### src/rtl/rx_bit_sampler.sv
// UART RX front end: line synchronizer, oversampling edge/bit counters,
// three-sample mid-bit majority vote and start-edge detection.
module rx_bit_sampler #(
  parameter int SYNC_STAGES = 2,
  parameter int FRAME_BITS  = 11
) (
  input  logic       clk,
  input  logic       rstn,
  input  logic       enable,
  input  logic [5:0] prescale,
  input  logic       rx_in,
  output logic [5:0] edge_count,
  output logic [3:0] bit_count,
  output logic       sampled_bit,
  output logic       sample_valid,
  output logic       start_edge
);

  logic [SYNC_STAGES-1:0] sync_q;
  logic                   rx_sync;
  logic                   rx_prev;
  logic                   s0;
  logic                   s1;
  logic [5:0]             half;
  logic [5:0]             last_edge;
  logic                   edge_wrap;
  logic                   bit_wrap;
  logic                   majority;

  always_ff @(posedge clk or negedge rstn) begin
    if (!rstn) begin
      sync_q <= '1;
    end else begin
      sync_q <= {sync_q[SYNC_STAGES-2:0], rx_in};
    end
  end

  assign rx_sync = sync_q[SYNC_STAGES-1];

  always_ff @(posedge clk or negedge rstn) begin
    if (!rstn) begin
      rx_prev    <= 1'b1;
      start_edge <= 1'b0;
    end else begin
      rx_prev    <= rx_sync;
      start_edge <= rx_prev & ~rx_sync;
    end
  end

  assign half      = prescale >> 1;
  assign last_edge = prescale - 6'd1;
  // >= so a shrinking prescale mid-bit wraps at once instead of running to 63
  assign edge_wrap = edge_count >= last_edge;
  assign bit_wrap  = bit_count >= 4'(FRAME_BITS - 1);

  always_ff @(posedge clk or negedge rstn) begin
    if (!rstn) begin
      edge_count <= '0;
      bit_count  <= '0;
    end else if (!enable) begin
      edge_count <= '0;
      bit_count  <= '0;
    end else if (edge_wrap) begin
      edge_count <= '0;
      bit_count  <= bit_wrap ? 4'd0 : bit_count + 4'd1;
    end else begin
      edge_count <= edge_count + 6'd1;
    end
  end

  assign majority = (s0 & s1) | (s0 & rx_sync) | (s1 & rx_sync);

  always_ff @(posedge clk or negedge rstn) begin
    if (!rstn) begin
      s0          <= 1'b1;
      s1          <= 1'b1;
      sampled_bit <= 1'b1;
    end else if (enable) begin
      if (edge_count == half - 6'd1) s0 <= rx_sync;
      if (edge_count == half) s1 <= rx_sync;
      if (edge_count == half + 6'd1) sampled_bit <= majority;
    end
  end

  assign sample_valid = enable & (edge_count == half + 6'd2);

endmodule

### config.mk
export PLATFORM = sky130hd
export DESIGN_NAME = rx_bit_sampler
export DESIGN_NICKNAME = d
export VERILOG_FILES = /design/src/rtl/rx_bit_sampler.sv
export SDC_FILE = /design/constraint.sdc
export NUM_CORES = 1
export LEC_CHECK = 0
export CAP_MARGIN = 0
export CORE_UTILIZATION = 48
export DETAILED_ROUTE_END_ITERATION = 8
export PLACE_DENSITY = 0.76
export REMOVE_ABC_BUFFERS = 1
export SLEW_MARGIN = 20
export SYNTH_ARGS = -nofsm -noshare
export SYNTH_HDL_FRONTEND = slang
export SYNTH_SLANG_ARGS = --single-unit
### constraint.sdc
create_clock -name clk -period 2.11 [get_ports clk]
set_clock_uncertainty 0.2 [all_clocks]
set_input_delay 0.3165 -clock clk [delete_from_list [all_inputs] [get_ports clk]]
set_output_delay 0.3165 -clock clk [all_outputs]
set_load 0.01 [all_outputs]
==> reports/qor.yml, run 1 <==
status: "complete, but fails checks"
violations: "setup timing"
yosys.cell_types.count: 41
ant_nets: 0
synth_top_flop_cell: "dfrtp_1"
clkTransAtPathRegs_ns: 0.10
cts_buffers: 3
rr_startpoint: "edge_count[0]$_DFF_PN0_"
hold_path.class: "primary input to async pin"
regToRegSetupSlack_ns: -0.12
cp-start-kind: "primary input"
cp_max_fo: 4
post-route-period-util_pct: 108
slew_headroom_pct: 74.3
seq_area_sq_um: 434
viasPerCell: 5.81
max_freq_ghz: 0.437
critPathCapture: "bit_count[1]$_DFFE_PN0P_"
critPathLaunch: "prescale[2]"
multiInputGateArea_sq_um: 1090
diodes: 0
worst_setup_path_end_kind: "flip-flop"
setup_viol: 13
async_reset_ff_share_pct: 100
root_buffer: "clkbuf_4"
drive_gt1_share_pct: 44.7
fin_util_pct: 78.9
avgSynthCellArea_sq_um: 9.23
reg2reg_depth: 9
cts_sinks: 17
cts_htree_levels: 1
slew_violations: 0
hold_buffers: 0
grt_max_degree: 18
track_usage_pct: 26.0
yosys_warnings: 0
cp.arrival_ns: 2.27
vias: 1377
die_area_sq_um: 3100
wl_per_cell_um: 18.2
final_cells: 237
grt_pass1_wl_um: 6350
hold_viol: 0
regToRegEndpoint: "bit_count[1]$_DFFE_PN0P_"
final_nets: 233
coreArea_sq_um: 2730
ys_seq_area_share_pct: 31.3
wirelength_um: 4300
tightestPinTransition_ns: 0.383
gr-total-overflow: 0
drtIter0Drc: 38
leakage_nw: 0.946
first_pass_iters: 4
clk_latency_ns: 0.29
crit_required_ns: 2.09
fin_ws_ns: -0.179
globalplace.congestion: 0.850
area_growth_pct: 56.0
drv_cap: 0
rows: 19
clock_path_buffers: 2
pin_count: 23
dpl.hpwl_um: 2790
first_global_vias: 1392
placed_cell_area_sq_um: 1860
rsz0062_at_grt: "yes"
post-route-min-period_ns: 2.29
port_buffers: 22
crit_type: "primary input to flip-flop"
die_x_um: 55.7
post-route-drc-count: 0
power_density_nw_per_um2: 739
dp.cells: 230
netlist_area_sq_um: 1380
synth_edf_count: 0
ir_worst_vdd_mv: 0.823
fillers: 155
tns_ns: -1.17
start_util_pct: 50.6
antenna_found_initial: 0
die_y_um: 55.7
final_area_sq_um: 2160
synth_seq_cells: 17
place_ws_ns: -1.16
cts_tree: "yes"
postSynthCellCount: 150
## timing repair
action / 4_1_cts / 5_1_grt
buffers inserted: 2 / 2
hold endpoints to repair: 0 / 0
setup endpoints to repair: 14 / 14
pin swaps: 10 / 17
resized for setup: 61 / 34
## logic make-up after synthesis
kind of cell             synth area share, %
AO/OA/AOI/OAI                           14.1
XOR/XNOR                                12.7
flip-flops                              31.3
multiplexers                            3.25
AND/OR/NAND/NOR                         18.4
buffers and inverters                   5.06
adder cells (fa/ha/maj)                 15.2
## per-stage QoR
stage	hold slack [ns]	total power, mW
4_1_cts	0.148	1.47
5_1_grt	0.141	1.69
3_3_place_gp	0.146	1.17
2_1_floorplan	-0.179	0.848
3_5_place_dp	0.147	1.22
6_report	0.135	1.59
## state kept, by name (all words and copies together) (netlist names)
register and count:
start_edge 1, s1 1, s0 1, edge_count 6, sampled_bit 1, bit_count 4, sync_q 2, rx_prev 1
## critical path, stage by stage
cell and delay [ns]:
buf_8 0.11, inv_8 0.05, ha_4 0.13, a21boi_4 0.19
buf_6 0.12, xnor2_2 0.11, ha_1 0.31, a2111oi_4 0.34
o21ai_2 0.11, and2_4 0.19, mux2_4 0.29
## cell type report
class | count | area share (%)
Clock buffer | 3 | 1.04
Clock inverter | 1 | 0.232
Inverter | 9 | 2.38
Multi-Input combinational cell | 117 | 50.4
Sequential cell | 17 | 20.1
Tap cell | 31 | 1.80
Timing Repair Buffer | 59 | 24.0
## routing by layer
| metal | vias up | routed length [um] | global-route usage [%] |
|---|---|---|---|
| met5 | - | 0 | 0 |
| met4 | 0 | 81 | 10.7 |
| met3 | 13 | 112 | 3.49 |
| met2 | 35 | 2300 | 48.0 |
| met1 | 691 | 1810 | 29.9 |
| li1 | 638 | - | - |
## layout by cell type (no fill, tap or decap), drive strengths merged, types with 3 or more instances in the layout
master	n
xor2	9
o21ai	6
nor2b	4
a31oi	3
a21oi	4
and2	3
nor2	11
clkbuf	4
a2111oi	3
dfrtp	11
inv	9
clkdlybuf4s50	15
dfstp	6
nand2b	5
mux2	4
nand2	8
buf	41
nand3	4
ha	16
xnor2	11
## how the worst min path moves through the flow
stage                         from                        to  slack (ns)  cells past startpoint
3_5_place_dp   sync_q[0]$_DFF_PN1_       sync_q[1]$_DFF_PN1_        0.15                      0
5_1_grt                       rstn   edge_count[1]$_DFF_PN0_        0.14                      2
4_1_cts                       rstn   edge_count[1]$_DFF_PN0_        0.15                      2
2_1_floorplan                 rstn  bit_count[0]$_DFFE_PN0P_       -0.18                      0
6_report                      rstn   edge_count[1]$_DFF_PN0_        0.13                      2
3_3_place_gp   sync_q[0]$_DFF_PN1_       sync_q[1]$_DFF_PN1_        0.15                      0
## where the power goes
| part | total, mW | switching (mW) | internal, mW | leakage, nW |
|---|---|---|---|---|
| Combinational | 0.915 | 0.438 | 0.477 | 0.720 |
| Clock | 0.173 | 0.102 | 0.0705 | 0.0177 |
| Sequential | 0.507 | 0.0817 | 0.425 | 0.208 |
## synthesized netlist by cell type (2+ instances only)
| master | n | area, sq um |
|---|---|---|
| xnor2_1 | 11 | 96.3 |
| dfstp_2 | 6 | 158 |
| nand2_1 | 8 | 30.0 |
| o21ai_0 | 6 | 30.0 |
| inv_1 | 9 | 33.8 |
| and2_1 | 3 | 18.8 |
| dfrtp_1 | 11 | 275 |
| mux2_2 | 4 | 45.0 |
| and3_1 | 2 | 12.5 |
| a21boi_0 | 2 | 15.0 |
| nor2_1 | 11 | 41.3 |
| or4_1 | 2 | 15.0 |
| nor2b_1 | 4 | 25.0 |
| nand4_1 | 2 | 12.5 |
| o22ai_1 | 2 | 12.5 |
| a31oi_1 | 3 | 18.8 |
| buf_2 | 2 | 10.0 |
| nand2b_1 | 5 | 31.3 |
| a2111oi_0 | 2 | 17.5 |
| a21oi_1 | 4 | 20.0 |
| ha_1 | 16 | 200 |
| xor2_1 | 9 | 78.8 |
| nand3_1 | 4 | 20.0 |
| clkbuf_1 | 4 | 15.0 |
| nor3b_1 | 2 | 15.0 |
(Power assumes the default switching activity.)
==> run 2, diff against run 1 <==
--- a/config.mk
+++ b/config.mk
@@ -10,6 +10,7 @@
 export DETAILED_ROUTE_END_ITERATION = 8
 export PLACE_DENSITY = 0.76
 export REMOVE_ABC_BUFFERS = 1
+export SETUP_SLACK_MARGIN = 0.3
 export SLEW_MARGIN = 20
 export SYNTH_ARGS = -nofsm -noshare
 export SYNTH_HDL_FRONTEND = slang
==> run 2 against run 1 <==
Net effect: the flow still finishes with violations (setup timing); core utilization up 5.4 points; combinational power rose by 11%; sequential share of layout area shrank 1.3 points; maximum frequency fell by 2.2%; global-route usage grew 1.6 points; critical path type is now primary input to output port; largest power group unchanged; highest routed layer unchanged.
==> reports/qor.yml, run 2 (same netlist as run 1, synthesis figures left out) <==
cts_htree_levels: 1  # unchanged
mostFrequentLayoutCells: "buf_4 (39), ha_1 (10), dfrtp_1 (10), clkdlybuf4s50_1 (10), xor2_1 (9)"  # was buf_4 (33), clkdlybuf4s50_1 (15), ha_1 (11)
wl_per_cell_um: 20.0  # was 18.2 um
worst_setup_path_end_kind: "output port"  # was flip-flop
dpl.hpwl_um: 2790  # unchanged
power_density_nw_per_um2: 747  # was 739 nW/um^2
globalplace.congestion: 0.850  # unchanged
coreArea_sq_um: 2730  # unchanged
diodes: 0  # unchanged
regMostFlops: "edge_count"  # unchanged
clock_path_buffers: 2  # unchanged
grt_max_degree: 18  # unchanged
rsz0062_at_grt: "yes"  # unchanged
hold_buffers: 0  # unchanged
power_mw: 1.72  # was 1.59 mW
drv_cap: 0  # unchanged
cpMaxStageDelayCell: "or4_4"  # was a2111oi_4
gr-total-overflow: 0  # unchanged
cts_tree: "yes"  # unchanged
drive_gt1_share_pct: 49.8  # was 44.7%
layout.cells.most_common: "buf_4"  # unchanged
clkTransAtPathRegs_ns: 0.12  # was 0.10 ns
grt_pass1_wl_um: 6690  # was 6350 um
drtIter0Drc: 110  # was 38
crit_chain: "buf_8, buf_6, ha_2, nand3_1, xnor2_1, or4_4, nor2_1, buf_2"  # was buf_8, inv_8, ha_4, a21boi_4, buf_6, xnor2_2, ha_1, a2111oi_4, o21ai_2, and2_4, mux2_4
tightestPinTransition_ns: 0.389  # was 0.383 ns
largest_register_ffs: 6  # unchanged
cp_max_fo: 5  # was 4
slew_headroom_pct: 73.9  # was 74.3%
fin_ws_ns: -0.231  # was -0.179 ns
tns_ns: -0.641  # was -1.17 ns
post-route-min-period_ns: 2.34  # was 2.29 ns
first_global_vias: 1414  # was 1392
die_area_sq_um: 3100  # unchanged
antenna_found_initial: 0  # unchanged
pin_count: 23  # unchanged
root_buffer: "clkbuf_4"  # unchanged
start_util_pct: 50.6  # unchanged
setup_viol: 11  # was 13
ant_nets: 0  # unchanged
final_nets: 244  # was 233
path_delay_family: "simple AND/OR/NAND/NOR gates"  # was compound AO/OA/AOI/OAI gates
ir_worst_vdd_mv: 0.929  # was 0.823 mV
final_cells: 248  # was 237
status: "complete, but fails checks"  # unchanged
clk_latency_ns: 0.31  # was 0.29 ns
slew_violations: 0  # unchanged
max_stage_delay_ns: 0.54  # was 0.34 ns
max_freq_ghz: 0.427  # was 0.437 GHz
dp.cells: 230  # unchanged
track_usage_pct: 27.6  # was 26.0%
post-route-period-util_pct: 111  # was 108%
die_y_um: 55.7  # unchanged
cts_sinks: 17  # unchanged
hold_path.class: "primary input to async pin"  # unchanged
cts_buffers: 3  # unchanged
area_growth_pct: 66.6  # was 56.0%
die_x_um: 55.7  # unchanged
rows: 19  # unchanged
path_buf_inv: 3  # unchanged
violations: "setup timing"  # unchanged
leakage_nw: 1.03  # was 0.946 nW
viasPerCell: 5.92  # was 5.81
post-route-drc-count: 0  # unchanged
hold_viol: 0  # unchanged
fillers: 140  # was 155
crit_required_ns: 1.59  # was 2.09 ns
first_pass_iters: 4  # unchanged
largest_registers: "edge_count: 6 flops, bit_count: 4 flops, sync_q: 2 flops"  # unchanged
crit_type: "primary input to output port"  # was primary input to flip-flop
cp-start-kind: "primary input"  # unchanged
wirelength_um: 4970  # was 4300 um
vias: 1469  # was 1377
port_buffers: 22  # unchanged
cp.arrival_ns: 1.82  # was 2.27 ns
==> run 2: cell count changes in the layout (fill, tap and decap cells not counted), sizes merged <==
cell and delta:
buf +10, dlymetal6s2s +1, dlygate4sd2 +3, clkdlybuf4s50 -5
clkdlybuf4s15 +2
==> run 2: power by group <==
| group | total (mW) | switching (mW) | internal [mW] |
|---|---|---|---|
| Combinational | 1.02 | 0.492 | 0.532 |
| Clock | 0.188 | 0.118 | 0.0707 |
| Sequential | 0.510 | 0.0848 | 0.426 |
==> run 2: per-stage QoR <==
| step | utilization [%] | setup WS [ns] | hold slack [ns] | cell area (sq um) |
|---|---|---|---|---|
| finish | 84.3 | -0.231 | 0.114 | 2310 |
| global route | 84.3 | -0.253 | 0.147 | 2310 |
| CTS | 77.1 | -0.187 | 0.148 | 2110 |
| detailed placement | 68.1 | -1.16 | 0.147 | 1860 |
| global placement | 68.1 | -0.974 | 0.146 | 1860 |
| floorplan | - | -0.633 | -0.179 | 1350 |
==> run 2: repair_timing <==
item                                    CTS  global route
endpoints found under the setup margin   22            22
gates resized for setup                  77            32
buffers inserted                          6             8
pin swaps                                24            17
==> run 2: cell type report <==
cell class,instances,area [sq um],area share (%)
clock buffer,3,22.5,0.977
clock inverter,1,5.00,0.217
inverter,9,48.8,2.12
multi-input combinational,117,1140,49.3
sequential,17,434,18.8
tap,31,38.8,1.68
timing repair buffer,70,619,26.9
==> run 2: final timing paths <==
kind                                         startpoint                        to  slack [ns]  cells after the start
worst max-delay path                        prescale[2]              sample_valid       -0.23                      8
worst min-delay path                               rstn  bit_count[3]$_DFFE_PN0P_        0.11                      2
worst max register to register  edge_count[2]$_DFF_PN0_            s0$_DFFE_PN1P_       -0.07                      8
worst min register to register      sync_q[0]$_DFF_PN1_       sync_q[1]$_DFF_PN1_        0.16                      0
max in group asynchronous                          rstn            s0$_DFFE_PN1P_        1.35                      2
min in group clk                    sync_q[0]$_DFF_PN1_       sync_q[1]$_DFF_PN1_        0.16                      0
==> run 2: metal layers <==
metal | share of wire (%) | track usage [%]
met4 | 2.3 | 11.1
met1 | 41 | 32.8
met2 | 53 | 49.7
met3 | 4.0 | 4.19
met5 | 0 | 0
